===== config.mk =====
export PLATFORM = sky130hd
export DESIGN_NAME = instr_fifo
export DESIGN_NICKNAME = d
export VERILOG_FILES = /design/src/rtl/instr_fifo.sv
export SDC_FILE = /design/constraint.sdc
export NUM_CORES = 2
export LEC_CHECK = 0
export ABC_AREA = 1
export BUFFER_PORTS_ARGS = -buffer_cell sky130_fd_sc_hd__buf_2
export CAP_MARGIN = 20
export CELL_PAD_IN_SITES_DETAIL_PLACEMENT = 1
export CELL_PAD_IN_SITES_GLOBAL_PLACEMENT = 1
export CORE_UTILIZATION = 30
export DETAILED_ROUTE_END_ITERATION = 10
export PLACE_DENSITY = 0.51
export SLEW_MARGIN = 10
export SYNTH_ARGS = -nofsm -noshare
export SYNTH_HDL_FRONTEND = slang
export SYNTH_SLANG_ARGS = --single-unit
export TNS_END_PERCENT = 30

===== constraint.sdc =====
create_clock -name clk -period 19.95 [get_ports clk]
set_input_delay 3.99 -clock clk [delete_from_list [all_inputs] [get_ports clk]]
set_output_delay 3.99 -clock clk [all_outputs]
set_load 0.02 [all_outputs]

===== src/rtl/instr_fifo.sv =====
// Instruction FIFO: assembles 80-bit TPU instructions from three host register writes and queues them.
// Latency: a commit at edge N makes the entry visible after edge N. The head is shown without a read request.
// Backpressure: a commit while full is dropped unless a pop frees a slot in the same cycle. The consumer holds off with instr_ready.
//
// Ports:
//   clk, rst            rising-edge clock, asynchronous active-high reset
//   lower_word/_we      instruction bits [31:0] and its staging write strobe
//   middle_word/_we     instruction bits [63:32] and its staging write strobe
//   upper_halfword/_we  instruction bits [79:64]; the strobe commits the full instruction
//   instr_out/_valid    head entry (all-zero when empty) and non-empty flag
//   instr_ready         consumer accepts the head entry this cycle
//   full, count         occupancy status, both registered
//   overflow, overflow_clr  sticky dropped-commit flag and its clear;
//                       these two ports exist only when INSTR_FIFO_OVERFLOW_EN is defined

package tpu_pkg;

    // Field layout of an 80-bit instruction, MSB first.
    typedef struct packed {
        logic [23:0] buffer_addr;  // [79:56]
        logic [15:0] acc_addr;     // [55:40]
        logic [31:0] length;       // [39:8]
        logic [7:0]  opcode;       // [7:0]
    } instr_type;

    function automatic instr_type bit_to_instr(input logic [79:0] raw);
        instr_type i;
        i.buffer_addr = raw[79:56];
        i.acc_addr    = raw[55:40];
        i.length      = raw[39:8];
        i.opcode      = raw[7:0];
        return i;
    endfunction

endpackage

module instr_fifo #(
    parameter int DEPTH = 32
) (
    input  logic                     clk,
    input  logic                     rst,
    input  logic [31:0]              lower_word,
    input  logic                     lower_we,
    input  logic [31:0]              middle_word,
    input  logic                     middle_we,
    input  logic [15:0]              upper_halfword,
    input  logic                     upper_we,
    output tpu_pkg::instr_type       instr_out,
    output logic                     instr_valid,
    input  logic                     instr_ready,
    output logic                     full,
`ifdef INSTR_FIFO_OVERFLOW_EN
    output logic                     overflow,
    input  logic                     overflow_clr,
`endif
    output logic [$clog2(DEPTH):0]   count
);

    localparam int AW = $clog2(DEPTH);
    localparam logic [AW:0] DEPTH_C = DEPTH[AW:0];
    localparam logic [AW:0] PTR_ONE = {{AW{1'b0}}, 1'b1};

    logic [31:0] lower_q;
    logic [31:0] middle_q;
    logic [79:0] mem [DEPTH];

    // Pointers carry one extra MSB so full and empty stay distinguishable after wrap.
    logic [AW:0] wr_ptr;
    logic [AW:0] rd_ptr;
    logic [AW:0] count_q;

    logic [31:0] lower_sel;
    logic [31:0] middle_sel;
    logic [79:0] commit_dat;
    logic        push;
    logic        pop;

    assign instr_valid = (count_q != '0);
    assign full        = (count_q == DEPTH_C);
    assign count       = count_q;

    assign pop  = instr_valid && instr_ready;
    // A pop in the same cycle frees a slot, so a commit into a full FIFO still lands.
    assign push = upper_we && (!full || pop);

    // Words written in the committing cycle bypass their staging registers.
    assign lower_sel  = lower_we  ? lower_word  : lower_q;
    assign middle_sel = middle_we ? middle_word : middle_q;
    assign commit_dat = {upper_halfword, middle_sel, lower_sel};

    // Staging registers persist across commits so instructions can share lower/middle words.
    always_ff @(posedge clk or posedge rst) begin
        if (rst) begin
            lower_q  <= '0;
            middle_q <= '0;
        end else begin
            if (lower_we) begin
                lower_q <= lower_word;
            end
            if (middle_we) begin
                middle_q <= middle_word;
            end
        end
    end

    // Storage needs no reset: the output is gated by instr_valid.
    always_ff @(posedge clk) begin
        if (push) begin
            mem[wr_ptr[AW-1:0]] <= commit_dat;
        end
    end

    always_ff @(posedge clk or posedge rst) begin
        if (rst) begin
            wr_ptr  <= '0;
            rd_ptr  <= '0;
            count_q <= '0;
        end else begin
            if (push) begin
                wr_ptr <= wr_ptr + PTR_ONE;
            end
            if (pop) begin
                rd_ptr <= rd_ptr + PTR_ONE;
            end
            case ({push, pop})
                2'b10:   count_q <= count_q + PTR_ONE;
                2'b01:   count_q <= count_q - PTR_ONE;
                default: count_q <= count_q;
            endcase
        end
    end

    always_comb begin
        instr_out = '0;
        if (instr_valid) begin
            instr_out = tpu_pkg::bit_to_instr(mem[rd_ptr[AW-1:0]]);
        end
    end

`ifdef INSTR_FIFO_OVERFLOW_EN
    logic drop;
    logic overflow_q;

    assign drop     = upper_we && !push;
    assign overflow = overflow_q;

    // A drop in the same cycle as a clear keeps the flag set.
    always_ff @(posedge clk or posedge rst) begin
        if (rst) begin
            overflow_q <= 1'b0;
        end else if (drop) begin
            overflow_q <= 1'b1;
        end else if (overflow_clr) begin
            overflow_q <= 1'b0;
        end
    end
`endif

endmodule


==> flow_summary.json <==
{
  "grt_pass1_vias": 75880,
  "async_flop_share_pct": 3.030,
  "leakage_nw": 46.63,
  "vias": 72890,
  "row_count": 220,
  "syn2layout_area_growth_pct": 14.26,
  "r2r_start": "count[0]$_DFFE_PP0P_",
  "maxCapViolCount": 0,
  "critPathKind": "flop to primary output",
  "fillCellCount": 39320,
  "synthAdderAreaFrac_pct": 0.1219,
  "clk_pin_slew_ns": 0.06,
  "nets": 9975,
  "wl_per_cell_um": 25.33,
  "gr-total-overflow": 0,
  "antenna_left": 0,
  "drive_above_1_share_pct": 8.098,
  "synth_xor_area_share_pct": 0.08859,
  "yosysUniqueCellTypes": 25,
  "grt_max_degree": 225,
  "status": "complete, no violations",
  "synth_area_per_cell_um2": 11.08,
  "die_area_mm2": 0.3649,
  "syn_area_mm2": 0.1088,
  "critPathLaunch": "rd_ptr[0]$_DFFE_PP0N_",
  "routed_wl_mm": 377.5,
  "hp-start": "count[5]$_DFFE_PP0P_",
  "worstPathRequired_ns": 15.96,
  "stdcell_area_mm2": 0.1243,
  "rsz0062_at_grt": "no",
  "start_util_pct": 30.21,
  "cts_tree": "built",
  "rrSetupSlack_ns": 14.64,
  "tightest_slew_ns": 1.389,
  "worstPathArrival_ns": 7.50,
  "dp.cells": 14340,
  "finalHoldViolations": 0,
  "pre_cts_ws_ns": 9.387,
  "firstDrtPassIters": 5,
  "via_per_inst": 4.890,
  "ir_drop_uv": 95.25,
  "clockBufferDepth": 4,
  "hp-class": "flop to flop",
  "layout_setup_ws_ns": 8.464,
  "synthSimpleGateAreaFrac_pct": 20.08,
  "grt_use_met3_pct": 2.894,
  "finClkSkew_ns": 0.03969,
  "io_pins": 174,
  "netlist.area_leader.share_pct": 70.68,
  "synth_ff_type": "edfxtp_1",
  "synth_compound_area_share_pct": 2.593,
  "crit_path_end_kind": "primary output",
  "synthMuxAreaShare_pct": 0.6627,
  "hold_buffers": 0,
  "io_buffer_count": 173,
  "relSlewSlack_pct": 7.386,
  "synth-seq-cells": 2640,
  "crit_path_start_kind": "flop",
  "power.density_mw_per_mm2": 149.3,
  "synth_top_area_cell": "edfxtp_1",
  "finalCritPeriodShare_pct": 57.58,
  "cts_setup_buffers": 0,
  "syn_inst": 9814,
  "cts-htree-levels": 5,
  "core_area_mm2": 0.3600,
  "fmax_mhz": 87.06,
  "met2_usage_pct": 34.31,
  "cts_sinks": 2640,
  "ctsRootBufferMaster": "clkbuf_16",
  "grt_busiest_layer": "met2",
  "synth_area_leaders": "edfxtp_1 71%, nand2_1 11%, nor2_1 5.0%",
  "min_period_ns": 11.49,
  "syn-num-nets": 9910,
  "post-dp-hpwl_mm": 175.9,
  "die_y_um": 604.1,
  "ctsResizeCount": 0,
  "yosys_warnings": 0,
  "antenna_found_initial": 20,
  "yosys.cell_count.top_type": "nand2_1",
  "synth_edf_count": 2560,
  "drt_iter0_markers": 5322,
  "chipWidth_um": 604.1,
  "setup_violations": 0,
  "gp_congestion": 0.7227,
  "numCtsBuffers": 304,
  "drc": 0,
  "final_max_slew_viol_count": 0,
  "use_met1_pct": 27.84,
  "yosysSeqAreaShare_pct": 72.53,
  "final_core_util_pct": 34.51,
  "postPlaceCellArea_mm2": 0.1145,
  "synth_commonest_cells": "3,260 x nand2_1, 2,560 x edfxtp_1, 1,457 x nor2_1, 822 x nand3_1, 434 x inv_1",
  "grt_first_pass_wirelength_mm": 541.0,
  "fin_setup_tns_ns": 0,
  "synth_top_family_by_area": "simple AND/OR/NAND/NOR gates",
  "cp_max_fo": 224,
  "fin_cells": 14910,
  "track_usage_pct": 20.43,
  "clk_latency_ns": 0.92
}
-- layout by cell type (no fill, tap or decap), drive strengths merged --
cell type and count:
nand3 822, clkinvlp 8, buf 307, a21oi 83
nand2 3260, inv 452, nor2 1457, fa 1
bufinv 22, mux2 64, clkinv 111, ha 9
nand4 2, o211ai 10, dfrtp 80, diode 7
edfxtp 2560, clkbuf 401, o21ai 464, nor3b 1
xor2 11, a21o 1
-- through the flow --
step	hold WS (ns)	total power, mW
floorplan	0.5581	10.79
global placement	0.5199	13.19
detailed placement	0.5131	13.26
CTS	0.5276	18.84
global route	0.5555	19.64
finish	0.5270	18.56
-- final timing paths --
| path | cells after the start | end |
|---|---|---|
| max reg2reg | 8 | mem[17][2]$_DFFE_PP_ |
| min | 2 | count[5]$_DFFE_PP0P_ |
| max in group asynchronous | 3 | rd_ptr[4]$_DFFE_PP0N_ |
| min in group asynchronous | 2 | middle_q[8]$_DFF_PP0_ |
| max | 14 | instr_out[22] |
| min reg2reg | 2 | count[5]$_DFFE_PP0P_ |
-- power by group --
part	internal (mW)	total (mW)	switching (mW)
Clock	3.21	5.53	2.31
Combinational	1.57	6.40	4.83
Sequential	6.49	6.63	0.141
-- critical path: stages (launching register included) --
cell,delay [ns]
dfrtp_4,0.76
inv_16,0.57
buf_4,0.89
buf_4,0.92
buf_4,0.90
buf_4,0.76
nand2_1,0.12
nand2_1,0.09
nand2_1,0.05
nand3_1,0.11
nand3_1,0.10
nand2_1,0.10
nand2_1,0.05
nor2_1,0.35
buf_2,0.24
-- flip-flops by register name (all words and copies together) (netlist names) --
register / count
rd_ptr: 5
middle_q: 32
count: 6
lower_q: 32
wr_ptr: 5
mem: 2560
-- routing by layer --
metal	part of all wire, %	vias to the layer above
li1	-	33020
met1	46	37930
met2	48	1466
met3	4.4	470
met4	2.2	2
met5	0.0024	-
-- layout make-up --
type,instances,area (µm²),area share (%)
multi-input cells,6185,25850,20.81
diodes,7,17.52,0.01410
repair buffers,307,2142,1.724
flip-flops and latches,2640,78890,63.48
well taps,4773,5972,4.806
clock inverters,152,1390,1.119
inverters,441,1714,1.379
clock buffers,401,8287,6.668
-- cell families after synthesis --
logic type	Yosys count
AOI/OAI and AO/OA	558
buffers and inverters	989
xor gates and xnor gates	11
and+or+nand+nor	5542
adders and majority gates	10
DFF	2640
muxes	64
Note: power is estimated with default switching activity, not from simulation.
